### config.mk
export PLATFORM = sky130hd
export DESIGN_NAME = ysyx_23060201_ifu_flat
export DESIGN_NICKNAME = d
export VERILOG_FILES = /design/src/rtl/ysyx_23060201_ifu_if.sv /design/src/rtl/ysyx_23060201_ifu.sv /design/src/flat_wrapper.sv
export SDC_FILE = /design/constraint.sdc
export NUM_CORES = 1
export LEC_CHECK = 0
export CAP_MARGIN = 40
export CORE_MARGIN = 8
export CORE_UTILIZATION = 30
export DETAILED_ROUTE_END_ITERATION = 6
export GPL_TIMING_DRIVEN = 0
export PLACE_DENSITY = 0.62
export SLEW_MARGIN = 20
export SYNTH_ARGS = -nofsm -noshare
export SYNTH_HDL_FRONTEND = slang
export SYNTH_SLANG_ARGS = --single-unit
### constraint.sdc
create_clock -name clk -period 2.6 [get_ports clk]
set_input_delay 0.52 -clock clk [delete_from_list [all_inputs] [get_ports clk]]
set_output_delay 0.52 -clock clk [all_outputs]
set_load 0.005 [all_outputs]
### src/rtl/ysyx_23060201_ifu_if.sv
// Fetch-stage bundle: instruction-memory request/response, the decode handshake
// and the execute redirect. The master side is the fetch unit.
interface ysyx_23060201_ifu_if #(
   parameter int unsigned XLEN = 32
);
   logic            imem_req_valid;
   logic            imem_req_ready;
   logic [XLEN-1:0] imem_req_addr;
   logic            imem_resp_valid;
   logic [XLEN-1:0] imem_resp_data;
   logic            inst_valid;
   logic            inst_ready;
   logic [XLEN-1:0] inst;
   logic [XLEN-1:0] inst_pc;
   logic            redirect_valid;
   logic [XLEN-1:0] redirect_pc;
   logic            fetch_busy;

   modport master (
      output imem_req_valid, imem_req_addr, inst_valid, inst, inst_pc, fetch_busy,
      input  imem_req_ready, imem_resp_valid, imem_resp_data, inst_ready,
             redirect_valid, redirect_pc
   );

   modport slave (
      input  imem_req_valid, imem_req_addr, inst_valid, inst, inst_pc, fetch_busy,
      output imem_req_ready, imem_resp_valid, imem_resp_data, inst_ready,
             redirect_valid, redirect_pc
   );
endinterface

### src/rtl/ysyx_23060201_ifu.sv
// Instruction fetch: one outstanding word fetch at a time, a single-entry
// instruction buffer toward decode, and redirects that squash any fetch in flight.
module ysyx_23060201_ifu #(
   parameter int unsigned     XLEN     = 32,
   parameter logic [XLEN-1:0] RESET_PC = 32'h8000_0000
) (
   input  logic                clk,
   input  logic                rst_n,
   ysyx_23060201_ifu_if.master bus
);

   typedef enum logic [1:0] {
      S_REQ  = 2'd0,
      S_WAIT = 2'd1,
      S_HOLD = 2'd2,
      S_DROP = 2'd3
   } state_e;

   localparam logic [XLEN-1:0] PC_STEP = {{(XLEN-3){1'b0}}, 3'b100};

   state_e          state_q, state_d;
   logic [XLEN-1:0] pc_q, pc_d;
   logic [XLEN-1:0] inst_q, inst_d;
   logic [XLEN-1:0] inst_pc_q, inst_pc_d;
   logic            inst_valid_q, inst_valid_d;
   logic            req_valid_q, req_valid_d;
   logic            busy_q, busy_d;

   logic            req_fire;
   logic [XLEN-1:0] redirect_target;

   assign req_fire        = req_valid_q & bus.imem_req_ready;
   assign redirect_target = {bus.redirect_pc[XLEN-1:2], 2'b00};

   // Next-state decode; a redirect outranks every other event in its cycle.
   always_comb begin
      state_d      = state_q;
      pc_d         = pc_q;
      inst_d       = inst_q;
      inst_pc_d    = inst_pc_q;
      inst_valid_d = inst_valid_q;
      case (state_q)
         S_REQ: begin
            if (bus.redirect_valid) begin
               pc_d = redirect_target;
               // A request accepted this cycle carried the old pc; its data must be squashed.
               state_d = req_fire ? S_DROP : S_REQ;
            end else if (req_fire) begin
               state_d = S_WAIT;
            end else begin
               state_d = S_REQ;
            end
         end
         S_WAIT: begin
            if (bus.redirect_valid) begin
               pc_d    = redirect_target;
               state_d = bus.imem_resp_valid ? S_REQ : S_DROP;
            end else if (bus.imem_resp_valid) begin
               inst_d       = bus.imem_resp_data;
               inst_pc_d    = pc_q;
               inst_valid_d = 1'b1;
               state_d      = S_HOLD;
            end else begin
               state_d = S_WAIT;
            end
         end
         S_HOLD: begin
            if (bus.redirect_valid) begin
               pc_d         = redirect_target;
               inst_valid_d = 1'b0;
               state_d      = S_REQ;
            end else if (bus.inst_ready) begin
               pc_d         = pc_q + PC_STEP;
               inst_valid_d = 1'b0;
               state_d      = S_REQ;
            end else begin
               state_d = S_HOLD;
            end
         end
         S_DROP: begin
            if (bus.redirect_valid) begin
               pc_d = redirect_target;
            end else begin
               pc_d = pc_q;
            end
            if (bus.imem_resp_valid) begin
               state_d = S_REQ;
            end else begin
               state_d = S_DROP;
            end
         end
         default: begin
            inst_valid_d = 1'b0;
            state_d      = S_REQ;
         end
      endcase
      req_valid_d = (state_d == S_REQ);
      busy_d      = (state_d == S_WAIT) || (state_d == S_DROP);
   end

   // Fetch state, pc, instruction buffer and registered handshake outputs.
   always_ff @(posedge clk or negedge rst_n) begin
      if (!rst_n) begin
         state_q      <= S_REQ;
         pc_q         <= RESET_PC;
         inst_q       <= {XLEN{1'b0}};
         inst_pc_q    <= {XLEN{1'b0}};
         inst_valid_q <= 1'b0;
         req_valid_q  <= 1'b0;
         busy_q       <= 1'b0;
      end else begin
         state_q      <= state_d;
         pc_q         <= pc_d;
         inst_q       <= inst_d;
         inst_pc_q    <= inst_pc_d;
         inst_valid_q <= inst_valid_d;
         req_valid_q  <= req_valid_d;
         busy_q       <= busy_d;
      end
   end

   assign bus.imem_req_valid = req_valid_q;
   assign bus.imem_req_addr  = pc_q;
   assign bus.inst_valid     = inst_valid_q;
   assign bus.inst           = inst_q;
   assign bus.inst_pc        = inst_pc_q;
   assign bus.fetch_busy     = busy_q;

endmodule

### src/flat_wrapper.sv
// flat-port wrapper written by rule: the top's interface ports become plain ports
module ysyx_23060201_ifu_flat 
#(
   parameter int unsigned     XLEN     = 32,
   parameter logic [XLEN-1:0] RESET_PC = 32'h8000_0000
)
  (clk, rst_n, bus_imem_req_valid, bus_imem_req_addr, bus_inst_valid, bus_inst, bus_inst_pc, bus_fetch_busy, bus_imem_req_ready, bus_imem_resp_valid, bus_imem_resp_data, bus_inst_ready, bus_redirect_valid, bus_redirect_pc);
  ysyx_23060201_ifu_if #(.XLEN(XLEN)) bus_i ();
  input  logic clk;
  input  logic rst_n;
  output wire logic [$bits(bus_i.imem_req_valid)-1:0] bus_imem_req_valid;
  output wire logic [$bits(bus_i.imem_req_addr)-1:0] bus_imem_req_addr;
  output wire logic [$bits(bus_i.inst_valid)-1:0] bus_inst_valid;
  output wire logic [$bits(bus_i.inst)-1:0] bus_inst;
  output wire logic [$bits(bus_i.inst_pc)-1:0] bus_inst_pc;
  output wire logic [$bits(bus_i.fetch_busy)-1:0] bus_fetch_busy;
  input wire logic [$bits(bus_i.imem_req_ready)-1:0] bus_imem_req_ready;
  input wire logic [$bits(bus_i.imem_resp_valid)-1:0] bus_imem_resp_valid;
  input wire logic [$bits(bus_i.imem_resp_data)-1:0] bus_imem_resp_data;
  input wire logic [$bits(bus_i.inst_ready)-1:0] bus_inst_ready;
  input wire logic [$bits(bus_i.redirect_valid)-1:0] bus_redirect_valid;
  input wire logic [$bits(bus_i.redirect_pc)-1:0] bus_redirect_pc;
  assign bus_imem_req_valid = bus_i.imem_req_valid;
  assign bus_imem_req_addr = bus_i.imem_req_addr;
  assign bus_inst_valid = bus_i.inst_valid;
  assign bus_inst = bus_i.inst;
  assign bus_inst_pc = bus_i.inst_pc;
  assign bus_fetch_busy = bus_i.fetch_busy;
  assign bus_i.imem_req_ready = bus_imem_req_ready;
  assign bus_i.imem_resp_valid = bus_imem_resp_valid;
  assign bus_i.imem_resp_data = bus_imem_resp_data;
  assign bus_i.inst_ready = bus_inst_ready;
  assign bus_i.redirect_valid = bus_redirect_valid;
  assign bus_i.redirect_pc = bus_redirect_pc;
  ysyx_23060201_ifu #(.XLEN(XLEN), .RESET_PC(RESET_PC)) u_core (.clk(clk), .rst_n(rst_n), .bus(bus_i));
endmodule
### After elaboration in Yosys (flattened, before gate mapping)

Index checks and enable logic that the tools add are counted.

* logic and storage cells: 45
* register bits after elaboration: 101
* output and inout bits: 99
* bits of input ports: 70

* $add $sub $neg: 1
* muxes and demuxes: 18
* reduce and logical (&&, ||, !) cells: 8
* equality and inequality tests: 9
* bitwise operators: 2

Operators by type and width (count)
* $mux 32: 3
* $pmux 32 s2: 1
* $add 32x3->32 const B: 1
* $mux 2: 7
* $pmux 2 s4: 1
* $eq 2x2->1 const B: 3
* $mux 1: 5
* $eq 2x1->1 const B: 2
* $logic_not 2->1: 2
* $ne 2x2->1 const B: 2
* $reduce_and 4->1: 1
* $ne 3x3->1 const B: 1
* $reduce_and 3->1: 1
* $reduce_or 3->1: 1
* $ne 2x1->1 const B: 1
* $pmux 1 s2: 1
* $reduce_and 2->1: 1
* $reduce_bool 2->1: 1
* $and 1x1->1: 1
* $logic_or 1x1->1: 1
* $not 1->1: 1

### Longest topological paths before layout

Gate-level depths: netlist of run 1.

* depth after elaboration: 6
* mapped depth: 8
* depth with buffers taken out: 6

### Worst setup path before layout of run 1

Ideal clock, no wire load.

* path kind: input-to-reg
* start point: input port bus_redirect_valid
* end point: register u_core.inst_q[0] (netlist: u_core.bus.inst[0])
* data required time: 2.475 ns
* stages on the path: 7
* library setup time: 0.125 ns
* data arrival time: 2.025 ns
* path slack: 0.450 ns
* path buffers: 3
* path through: clkbuf_1 > inv_1 > clkbuf_1 > ha_1 > nand2_1 > buf_2 > mux2_2

* longest elaborated chain between the ends: 2

RTL lines
* start, declared: RTL line flat_wrapper.sv:21 `input wire logic [$bits(bus_i.redirect_valid)-1:0] bus_redirect_valid;`
* $not 1->1 (no line)
* $reduce_and 3->1 (no line)
* end signal, assigned: RTL line ysyx_23060201_ifu.sv:106 `inst_q <= {XLEN{1'b0}};`
* end signal, assigned: RTL line ysyx_23060201_ifu.sv:114 `inst_q <= inst_d;`
* end, declared: RTL line ysyx_23060201_ifu.sv:23 `logic [XLEN-1:0] inst_q, inst_d;`

Every way passes these cells.
A chain may end at the register's enable or synchronous reset.

### Worst setup path after layout of run 1

* start point: input port bus_redirect_valid
* end point: register u_core.inst_q[11] (netlist: u_core.bus.inst[11])

The elaborated chain is that of the path after synthesis.

==> metrics.txt, run 1 <==
share of layout cells above drive strength 1=19.9%; max_cap viols=0; worst path required time=around 2.8 ns; Final Cycle Share=89.5%; Leak Pwr=2.67 nW; synthesized instance count=370; hold buffer count at cts=0; worst r2r path cells=5; commonest register cell after synthesis=dfrtp_1; Buffers on Ports=162; starting density of the core=30.6%; pre-CTS WS=-0.717 ns; worst-margin pin slew=a little under 0.6 ns; Synth Cell Area=around 4400 um^2; Pwr Total=5.85 mW; CTS Buffer Depth=2; vias in the first global route=3738; critical path class=primary input to register; worst path cell trace=dlygate4sd2_1, inv_1, clkbuf_1, ha_1, nand2_2, buf_2, mux2_2; Final WS setup=0.273 ns; critical path peak fanout=11; row count=44; crit path DAT=between 2 and 3 ns; Num CTS Buffers=9; WL final=between 10000 and 15000 um; Via Count=3451; synth warn=0; Ant. Diodes=0; initial antenna violation count=0; Final Skew=around 0.0075 ns; first-pass GRT wire length=between 20000 and 25000 um; H-tree levels=3; share of flip-flops with an asynchronous set or reset=100%; drt via density=between 4 and 5; mean post-synth cell area=12.0 um^2; total iterations of the first detailed-routing run=4; Clk Latency, worst-skew pair=between 0.3 and 0.4 ns; initial drt markers=163; Post-synth EDFFs=0; setup violators final=0; post_cts resized=5; startpoint types=primary input; CP max stage delay=0.43 ns; final core area utilization=a little under half; Tot GR Track Use=14.0%; Root Driver=clkbuf_16; register area share after synthesis=54.2%; worst r2r src=u_core.bus.fetch_busy$_DFF_PN0_; final hold vios=0; Post-DRT Antenna Nets=0; DR WL/cell=17.4 um; hold slack=0.0871 ns; Worst slew margin=60.8%; Post-CTS Setup Bufs=0; die height=138 um; RSZ-0062 raised after global routing=false; capture point of the worst reg-to-reg path=u_core.bus.imem_req_addr[15]$_DFFE_PN0P_; Area growth, synth to finish=49.0%; Die W=138 um; worst reg2reg setup slack=0.73 ns; dpl hpwl=around 9900 um; remaining routing DRC violations=0; pin count of the biggest net entering global routing=55; gpl congestion=0.764; GRT overflow=0; outcome=complete, no violations; Slowest cell on crit path=dlygate4sd2_1; Peak Freq=430 MHz; Seq cells post-synth=between 90 and 100; CTS tree=yes; Max VDD drop=about 0.00052 V; Pwr Density=886 nW/um^2; Final Critical Period=2.33 ns; Hold/Removal Path Class=primary input to async pin; io pins=169; # clock sinks=96; nets=620; post-synthesis cell type count=between 40 and 50; Core ar.=14500 um^2; Worst Setup End Kind=register; die footprint=18900 um^2; Reg clk slew, reported paths=0.06 ns; Final Max Tran Viols=0
## synthesized netlist by cell type (5+ instances only)
cell type | n | area share (%)
xnor2_1 | 19 | 3.8
nor4_1 | 5 | 0.71
a21oi_1 | 7 | 0.79
o21ai_1 | 8 | 0.90
nand2_1 | 38 | 3.2
nor2_1 | 16 | 1.4
o21ai_0 | 24 | 2.7
buf_4 | 5 | 0.85
mux2_2 | 60 | 15
nor4_2 | 5 | 1.4
clkbuf_1 | 6 | 0.51
dfrtp_1 | 95 | 54
inv_1 | 8 | 0.68
nor3_1 | 6 | 0.68
nand3_1 | 7 | 0.79
buf_2 | 9 | 1.0
## worst max-delay path by stage
stage,startpoint,end,slack (ns),cells past startpoint
2_1_floorplan,bus_redirect_valid,u_core.bus.inst[0]$_DFFE_PN0P_,0.45,7
3_3_place_gp,rst_n,u_core.bus.inst[3]$_DFFE_PN0P_,-2.61,1
3_5_place_dp,bus_redirect_valid,u_core.bus.inst[30]$_DFFE_PN0P_,-0.72,8
4_1_cts,bus_redirect_valid,u_core.bus.inst[11]$_DFFE_PN0P_,0.26,7
5_1_grt,bus_redirect_valid,u_core.bus.inst[11]$_DFFE_PN0P_,0.09,7
6_report,bus_redirect_valid,u_core.bus.inst[11]$_DFFE_PN0P_,0.27,7
## power by group
| part | switching, mW | leakage (nW) | internal, mW |
|---|---|---|---|
| Sequential | 0.345 | 1.16 | 2.05 |
| Combinational | 0.711 | 1.38 | 1.51 |
| Clock | 0.517 | 0.135 | 0.717 |
## stage by stage
step	TNS, ns	cells	instance area [um^2]
floorplan	0	373	4450
global placement	-289.71	719	6300
detailed placement	-40.95	720	6330
CTS	0	733	6610
global route	0	733	6610
finish	0	733	6610
## kinds of logic (layout without fill, tap and decap cells)
kind of cell,Yosys count,count (layout),share of synthesized area (%)
AO/OA/AOI/OAI,52,52,6.72
XOR/XNOR,21,21,4.15
adder cells (fa/ha/maj),4,4,1.13
buffers and inverters,30,206,3.39
flip-flops,96,96,54.2
multiplexers,62,62,15.7
other,1,4,0.0846
AND/OR/NAND/NOR,104,104,14.6
## area by class of cell
class                      count  area (um^2)
timing repair buffer         163         1650
inverter                       8         30.0
clock buffer                  14          274
tap                          184          230
sequential                    96         2400
fill                        1365         7870
multi-input combinational    247         1890
buffer                        21          124
## state kept, by name, summed over array words and instances, names as in the netlist
register / cells
u_core.state_q: 1
u_core.bus.inst: 32
u_core.bus.inst_pc: 30
u_core.bus.fetch_busy: 1
u_core.bus.imem_req_valid: 1
u_core.bus.imem_req_addr: 30
u_core.bus.inst_valid: 1
## worst max-delay path, delay by kind of cell
kind,cells,cell delay [ns]
and+or+nand+nor,1,0.25
buffers and inverters,4,1.10
muxes,1,0.37
adders and majority gates,1,0.29
## routing by layer
metal / global-route usage, % / vias up / part of all wire [%]
li1: - / 1644 / -
met1: 16.6 / 1684 / 41
met2: 22.5 / 112 / 47
met3: 6.24 / 11 / 10
met4: 3.92 / 0 / 1.2
met5: 0 / - / 0
## cell usage in the layout, fill, tap and decap left out, types with 4 or more instances in the layout
| cell type | instances |
|---|---|
| clkdlybuf4s50_1 | 160 |
| dfrtp_1 | 95 |
| mux2_2 | 60 |
| nand2_1 | 37 |
| o21ai_0 | 24 |
| xnor2_1 | 19 |
| nor2_1 | 16 |
| clkbuf_16 | 9 |
| inv_1 | 8 |
| buf_4 | 8 |
| o21ai_1 | 8 |
| a21oi_1 | 7 |
| clkbuf_1 | 7 |
| nand3_1 | 7 |
| buf_2 | 6 |
| nor3_1 | 6 |
| nor4_1 | 5 |
| nor4_2 | 5 |
| nand4_1 | 4 |
| ha_1 | 4 |
| conb_1 | 4 |
(Power assumes the default switching activity.)
==> run 2: changes to the inputs <==
--- a/config.mk
+++ b/config.mk
@@ -6,6 +6,7 @@
 export NUM_CORES = 1
 export LEC_CHECK = 0
 export CAP_MARGIN = 40
+export CORE_ASPECT_RATIO = 1.2
 export CORE_MARGIN = 8
 export CORE_UTILIZATION = 30
 export DETAILED_ROUTE_END_ITERATION = 6
==> run 2 against run 1 <==
Largest power group unchanged. Critical path depth did not move. Non-clock buffer count unchanged. Setup slack improved by 0.12 ns. Wire length is 2.9% higher. Sequential power barely moved. Final area rose by 0.59%. Final cell count decreased by 0.95%. Clock skew rose by 0.00084 ns. Critical path type unchanged. Count of clock-buffer cells in the layout is 4 lower. Clock power rose by 16%. Register-to-register slack lost 0.10 ns. Power up 3.5%. Largest cell class unchanged.
==> metrics.txt, run 2 (synthesized netlist as in run 1, its figures left out) <==
FILL cells=between 1000 and 1500; Root Driver=clkbuf_16; CTS tree=yes; nets=620; met2 wire length=~6500 um; total iterations of the first detailed-routing run=4; Post-DRT Antenna Nets=0; row count=48; GRT overflow=0; worst path cell trace=dlymetal6s2s_1, inv_1, clkbuf_1, ha_1, nand2_2, buf_2, mux2_2; Tot GR Track Use=approximately 14%; Final Critical Period=2.21 ns; Final Cycle Share=85.1%; combinational share of power=between 30% and 40%; H-tree levels=3; Buffers on Ports=roughly 160; die footprint=roughly 19000 um^2; Reg clk slew, reported paths=around 0.060 ns; die height=149 um; footprint of the multi-input gates=approximately 1900 um^2; Area growth, synth to finish=49.8%; number of flip-flops in the largest register=32; Hold/Removal Path Class=primary input to async pin; Post-CTS Setup Bufs=0; startpoint types=primary input; initial drt markers=210; Crit path buffers/inverters=4; sequential share of power=~40%; placed cell areas=6310 um^2; Via Count=3481; max_cap viols=0; Pwr Density=912 nW/um^2; setup violators final=0; Clk Latency, worst-skew pair=approximately 0.35 ns; worst-margin pin slew=0.730 ns; Worst slew margin=slightly above 50%; Finished Cell Area=6640 um^2; cell internal pwr=around 4.4 mW; dpl hpwl=around 10000 um; DR WL/cell=18.1 um; Worst Setup End Kind=register; Num CTS Buffers=9; vias in the first global route=3721; RSZ-0062 raised after global routing=false; io pins=169; Ant. Diodes=0; pin count of the biggest net entering global routing=66; P_sw=1.65 mW; met3 WL=967 um; CTS Buffer Depth=2; wire length on met1=5420 um; initial antenna violation count=0; WL final=about 13000 um; Clk pwr share=23.6%; outcome=complete, no violations; gpl congestion=just over 0.8; worst path required time=2.83 ns; Leak Pwr=between 2 and 3 nW; critical path class=primary input to register; Peak Freq=~450 MHz; register cell area after layout=2400 um^2; Core ar.=about 14000 um^2; Top Layer Used=met4; drt via density=4.79; remaining routing DRC violations=0; starting density of the core=30.8%; Slowest cell on crit path=mux2_2; share of layout cells above drive strength 1=20.3%; Final Max Tran Viols=0; kind of cell adding the most delay to the critical path=buffers and inverters; crit path DAT=2.44 ns; CP max stage delay=0.37 ns; # clock sinks=96; Pwr Total=roughly 6 mW; critical path peak fanout=11; switching part of the total=27.2%; Max VDD drop=approximately 0.00032 V; Final Skew=0.00838 ns; final hold vios=0; Die W=127 um; commonest non-fill, non-tap cells in the layout=clkdlybuf4s50_1 (160), dfrtp_1 (95), mux2_2 (60), nand2_1 (37), o21ai_0 (24); most common cell after layout, fill and taps aside=clkdlybuf4s50_1; first-pass GRT wire length=20900 um
## run 2: cell count changes in the layout (fill, tap and decap cells not counted), sizes merged
| cell | change |
|---|---|
| clkbuf | -4 |
| clkinvlp | +1 |
| clkinv | +3 |
| bufinv | +2 |
| dlymetal6s2s | +1 |
| dlygate4sd2 | -1 |
## run 2: what timing repair did
action                                  4_1_cts  5_1_grt
gates resized for setup                       3        1
endpoints found under the setup margin       58       56
hold buffers                                  0        0
cloned                                        0        0
## run 2: area by class of cell
cell class,instances,area share [%]
plain buffers,21,1.83
clock buffers,10,3.45
clock inverters,6,1.41
inverters,8,0.452
multi-input cells,247,28.5
flip-flops and latches,96,36.2
well taps,175,3.30
repair buffers,163,24.9
## run 2: per-stage QoR
step	TNS [ns]	std cells	utilization (%)	hold slack, ns	setup slack [ns]
2_1_floorplan	0	373	-	0.224	0.450
3_3_place_gp	-284.81	710	43.6	0.466	-2.58
3_5_place_dp	-39.32	711	43.8	0.430	-0.729
4_1_cts	0	726	46.1	0.0496	0.00385
5_1_grt	0	726	46.1	0.0668	0.177
6_report	0	726	46.1	0.0581	0.388
## run 2: power groups by stage
stage	combinational, mW	clock (mW)	sequential [mW]
floorplan	0.752	0	2.44
global placement	2.24	0	2.40
detailed placement	2.28	0	2.43
CTS	2.29	1.48	2.40
global route	2.41	1.55	2.48
finish	2.23	1.43	2.39
## run 2: final timing paths
kind                                                   startpoint                                        to  slack (ns)  depth (start not counted)
worst min-delay path                                        rst_n            u_core.bus.inst[4]$_DFFE_PN0P_        0.06                          1
worst max register to register    u_core.bus.fetch_busy$_DFF_PN0_  u_core.bus.imem_req_addr[15]$_DFFE_PN0P_        0.63                          5
max in group asynchronous                                   rst_n  u_core.bus.imem_req_addr[31]$_DFFE_PN1P_        1.88                          2
worst min register to register  u_core.bus.inst_pc[4]$_DFFE_PN0P_         u_core.bus.inst_pc[4]$_DFFE_PN0P_        0.48                          2
min in group clk                u_core.bus.inst_pc[4]$_DFFE_PN0P_         u_core.bus.inst_pc[4]$_DFFE_PN0P_        0.48                          2
worst max-delay path                           bus_redirect_valid           u_core.bus.inst[12]$_DFFE_PN0P_        0.39                          7
## run 2: routing by layer
metal,up-vias,global-route usage [%]
li1,1665,-
met1,1688,16.5
met2,114,24.1
met3,14,4.43
met4,0,5.60
met5,-,0
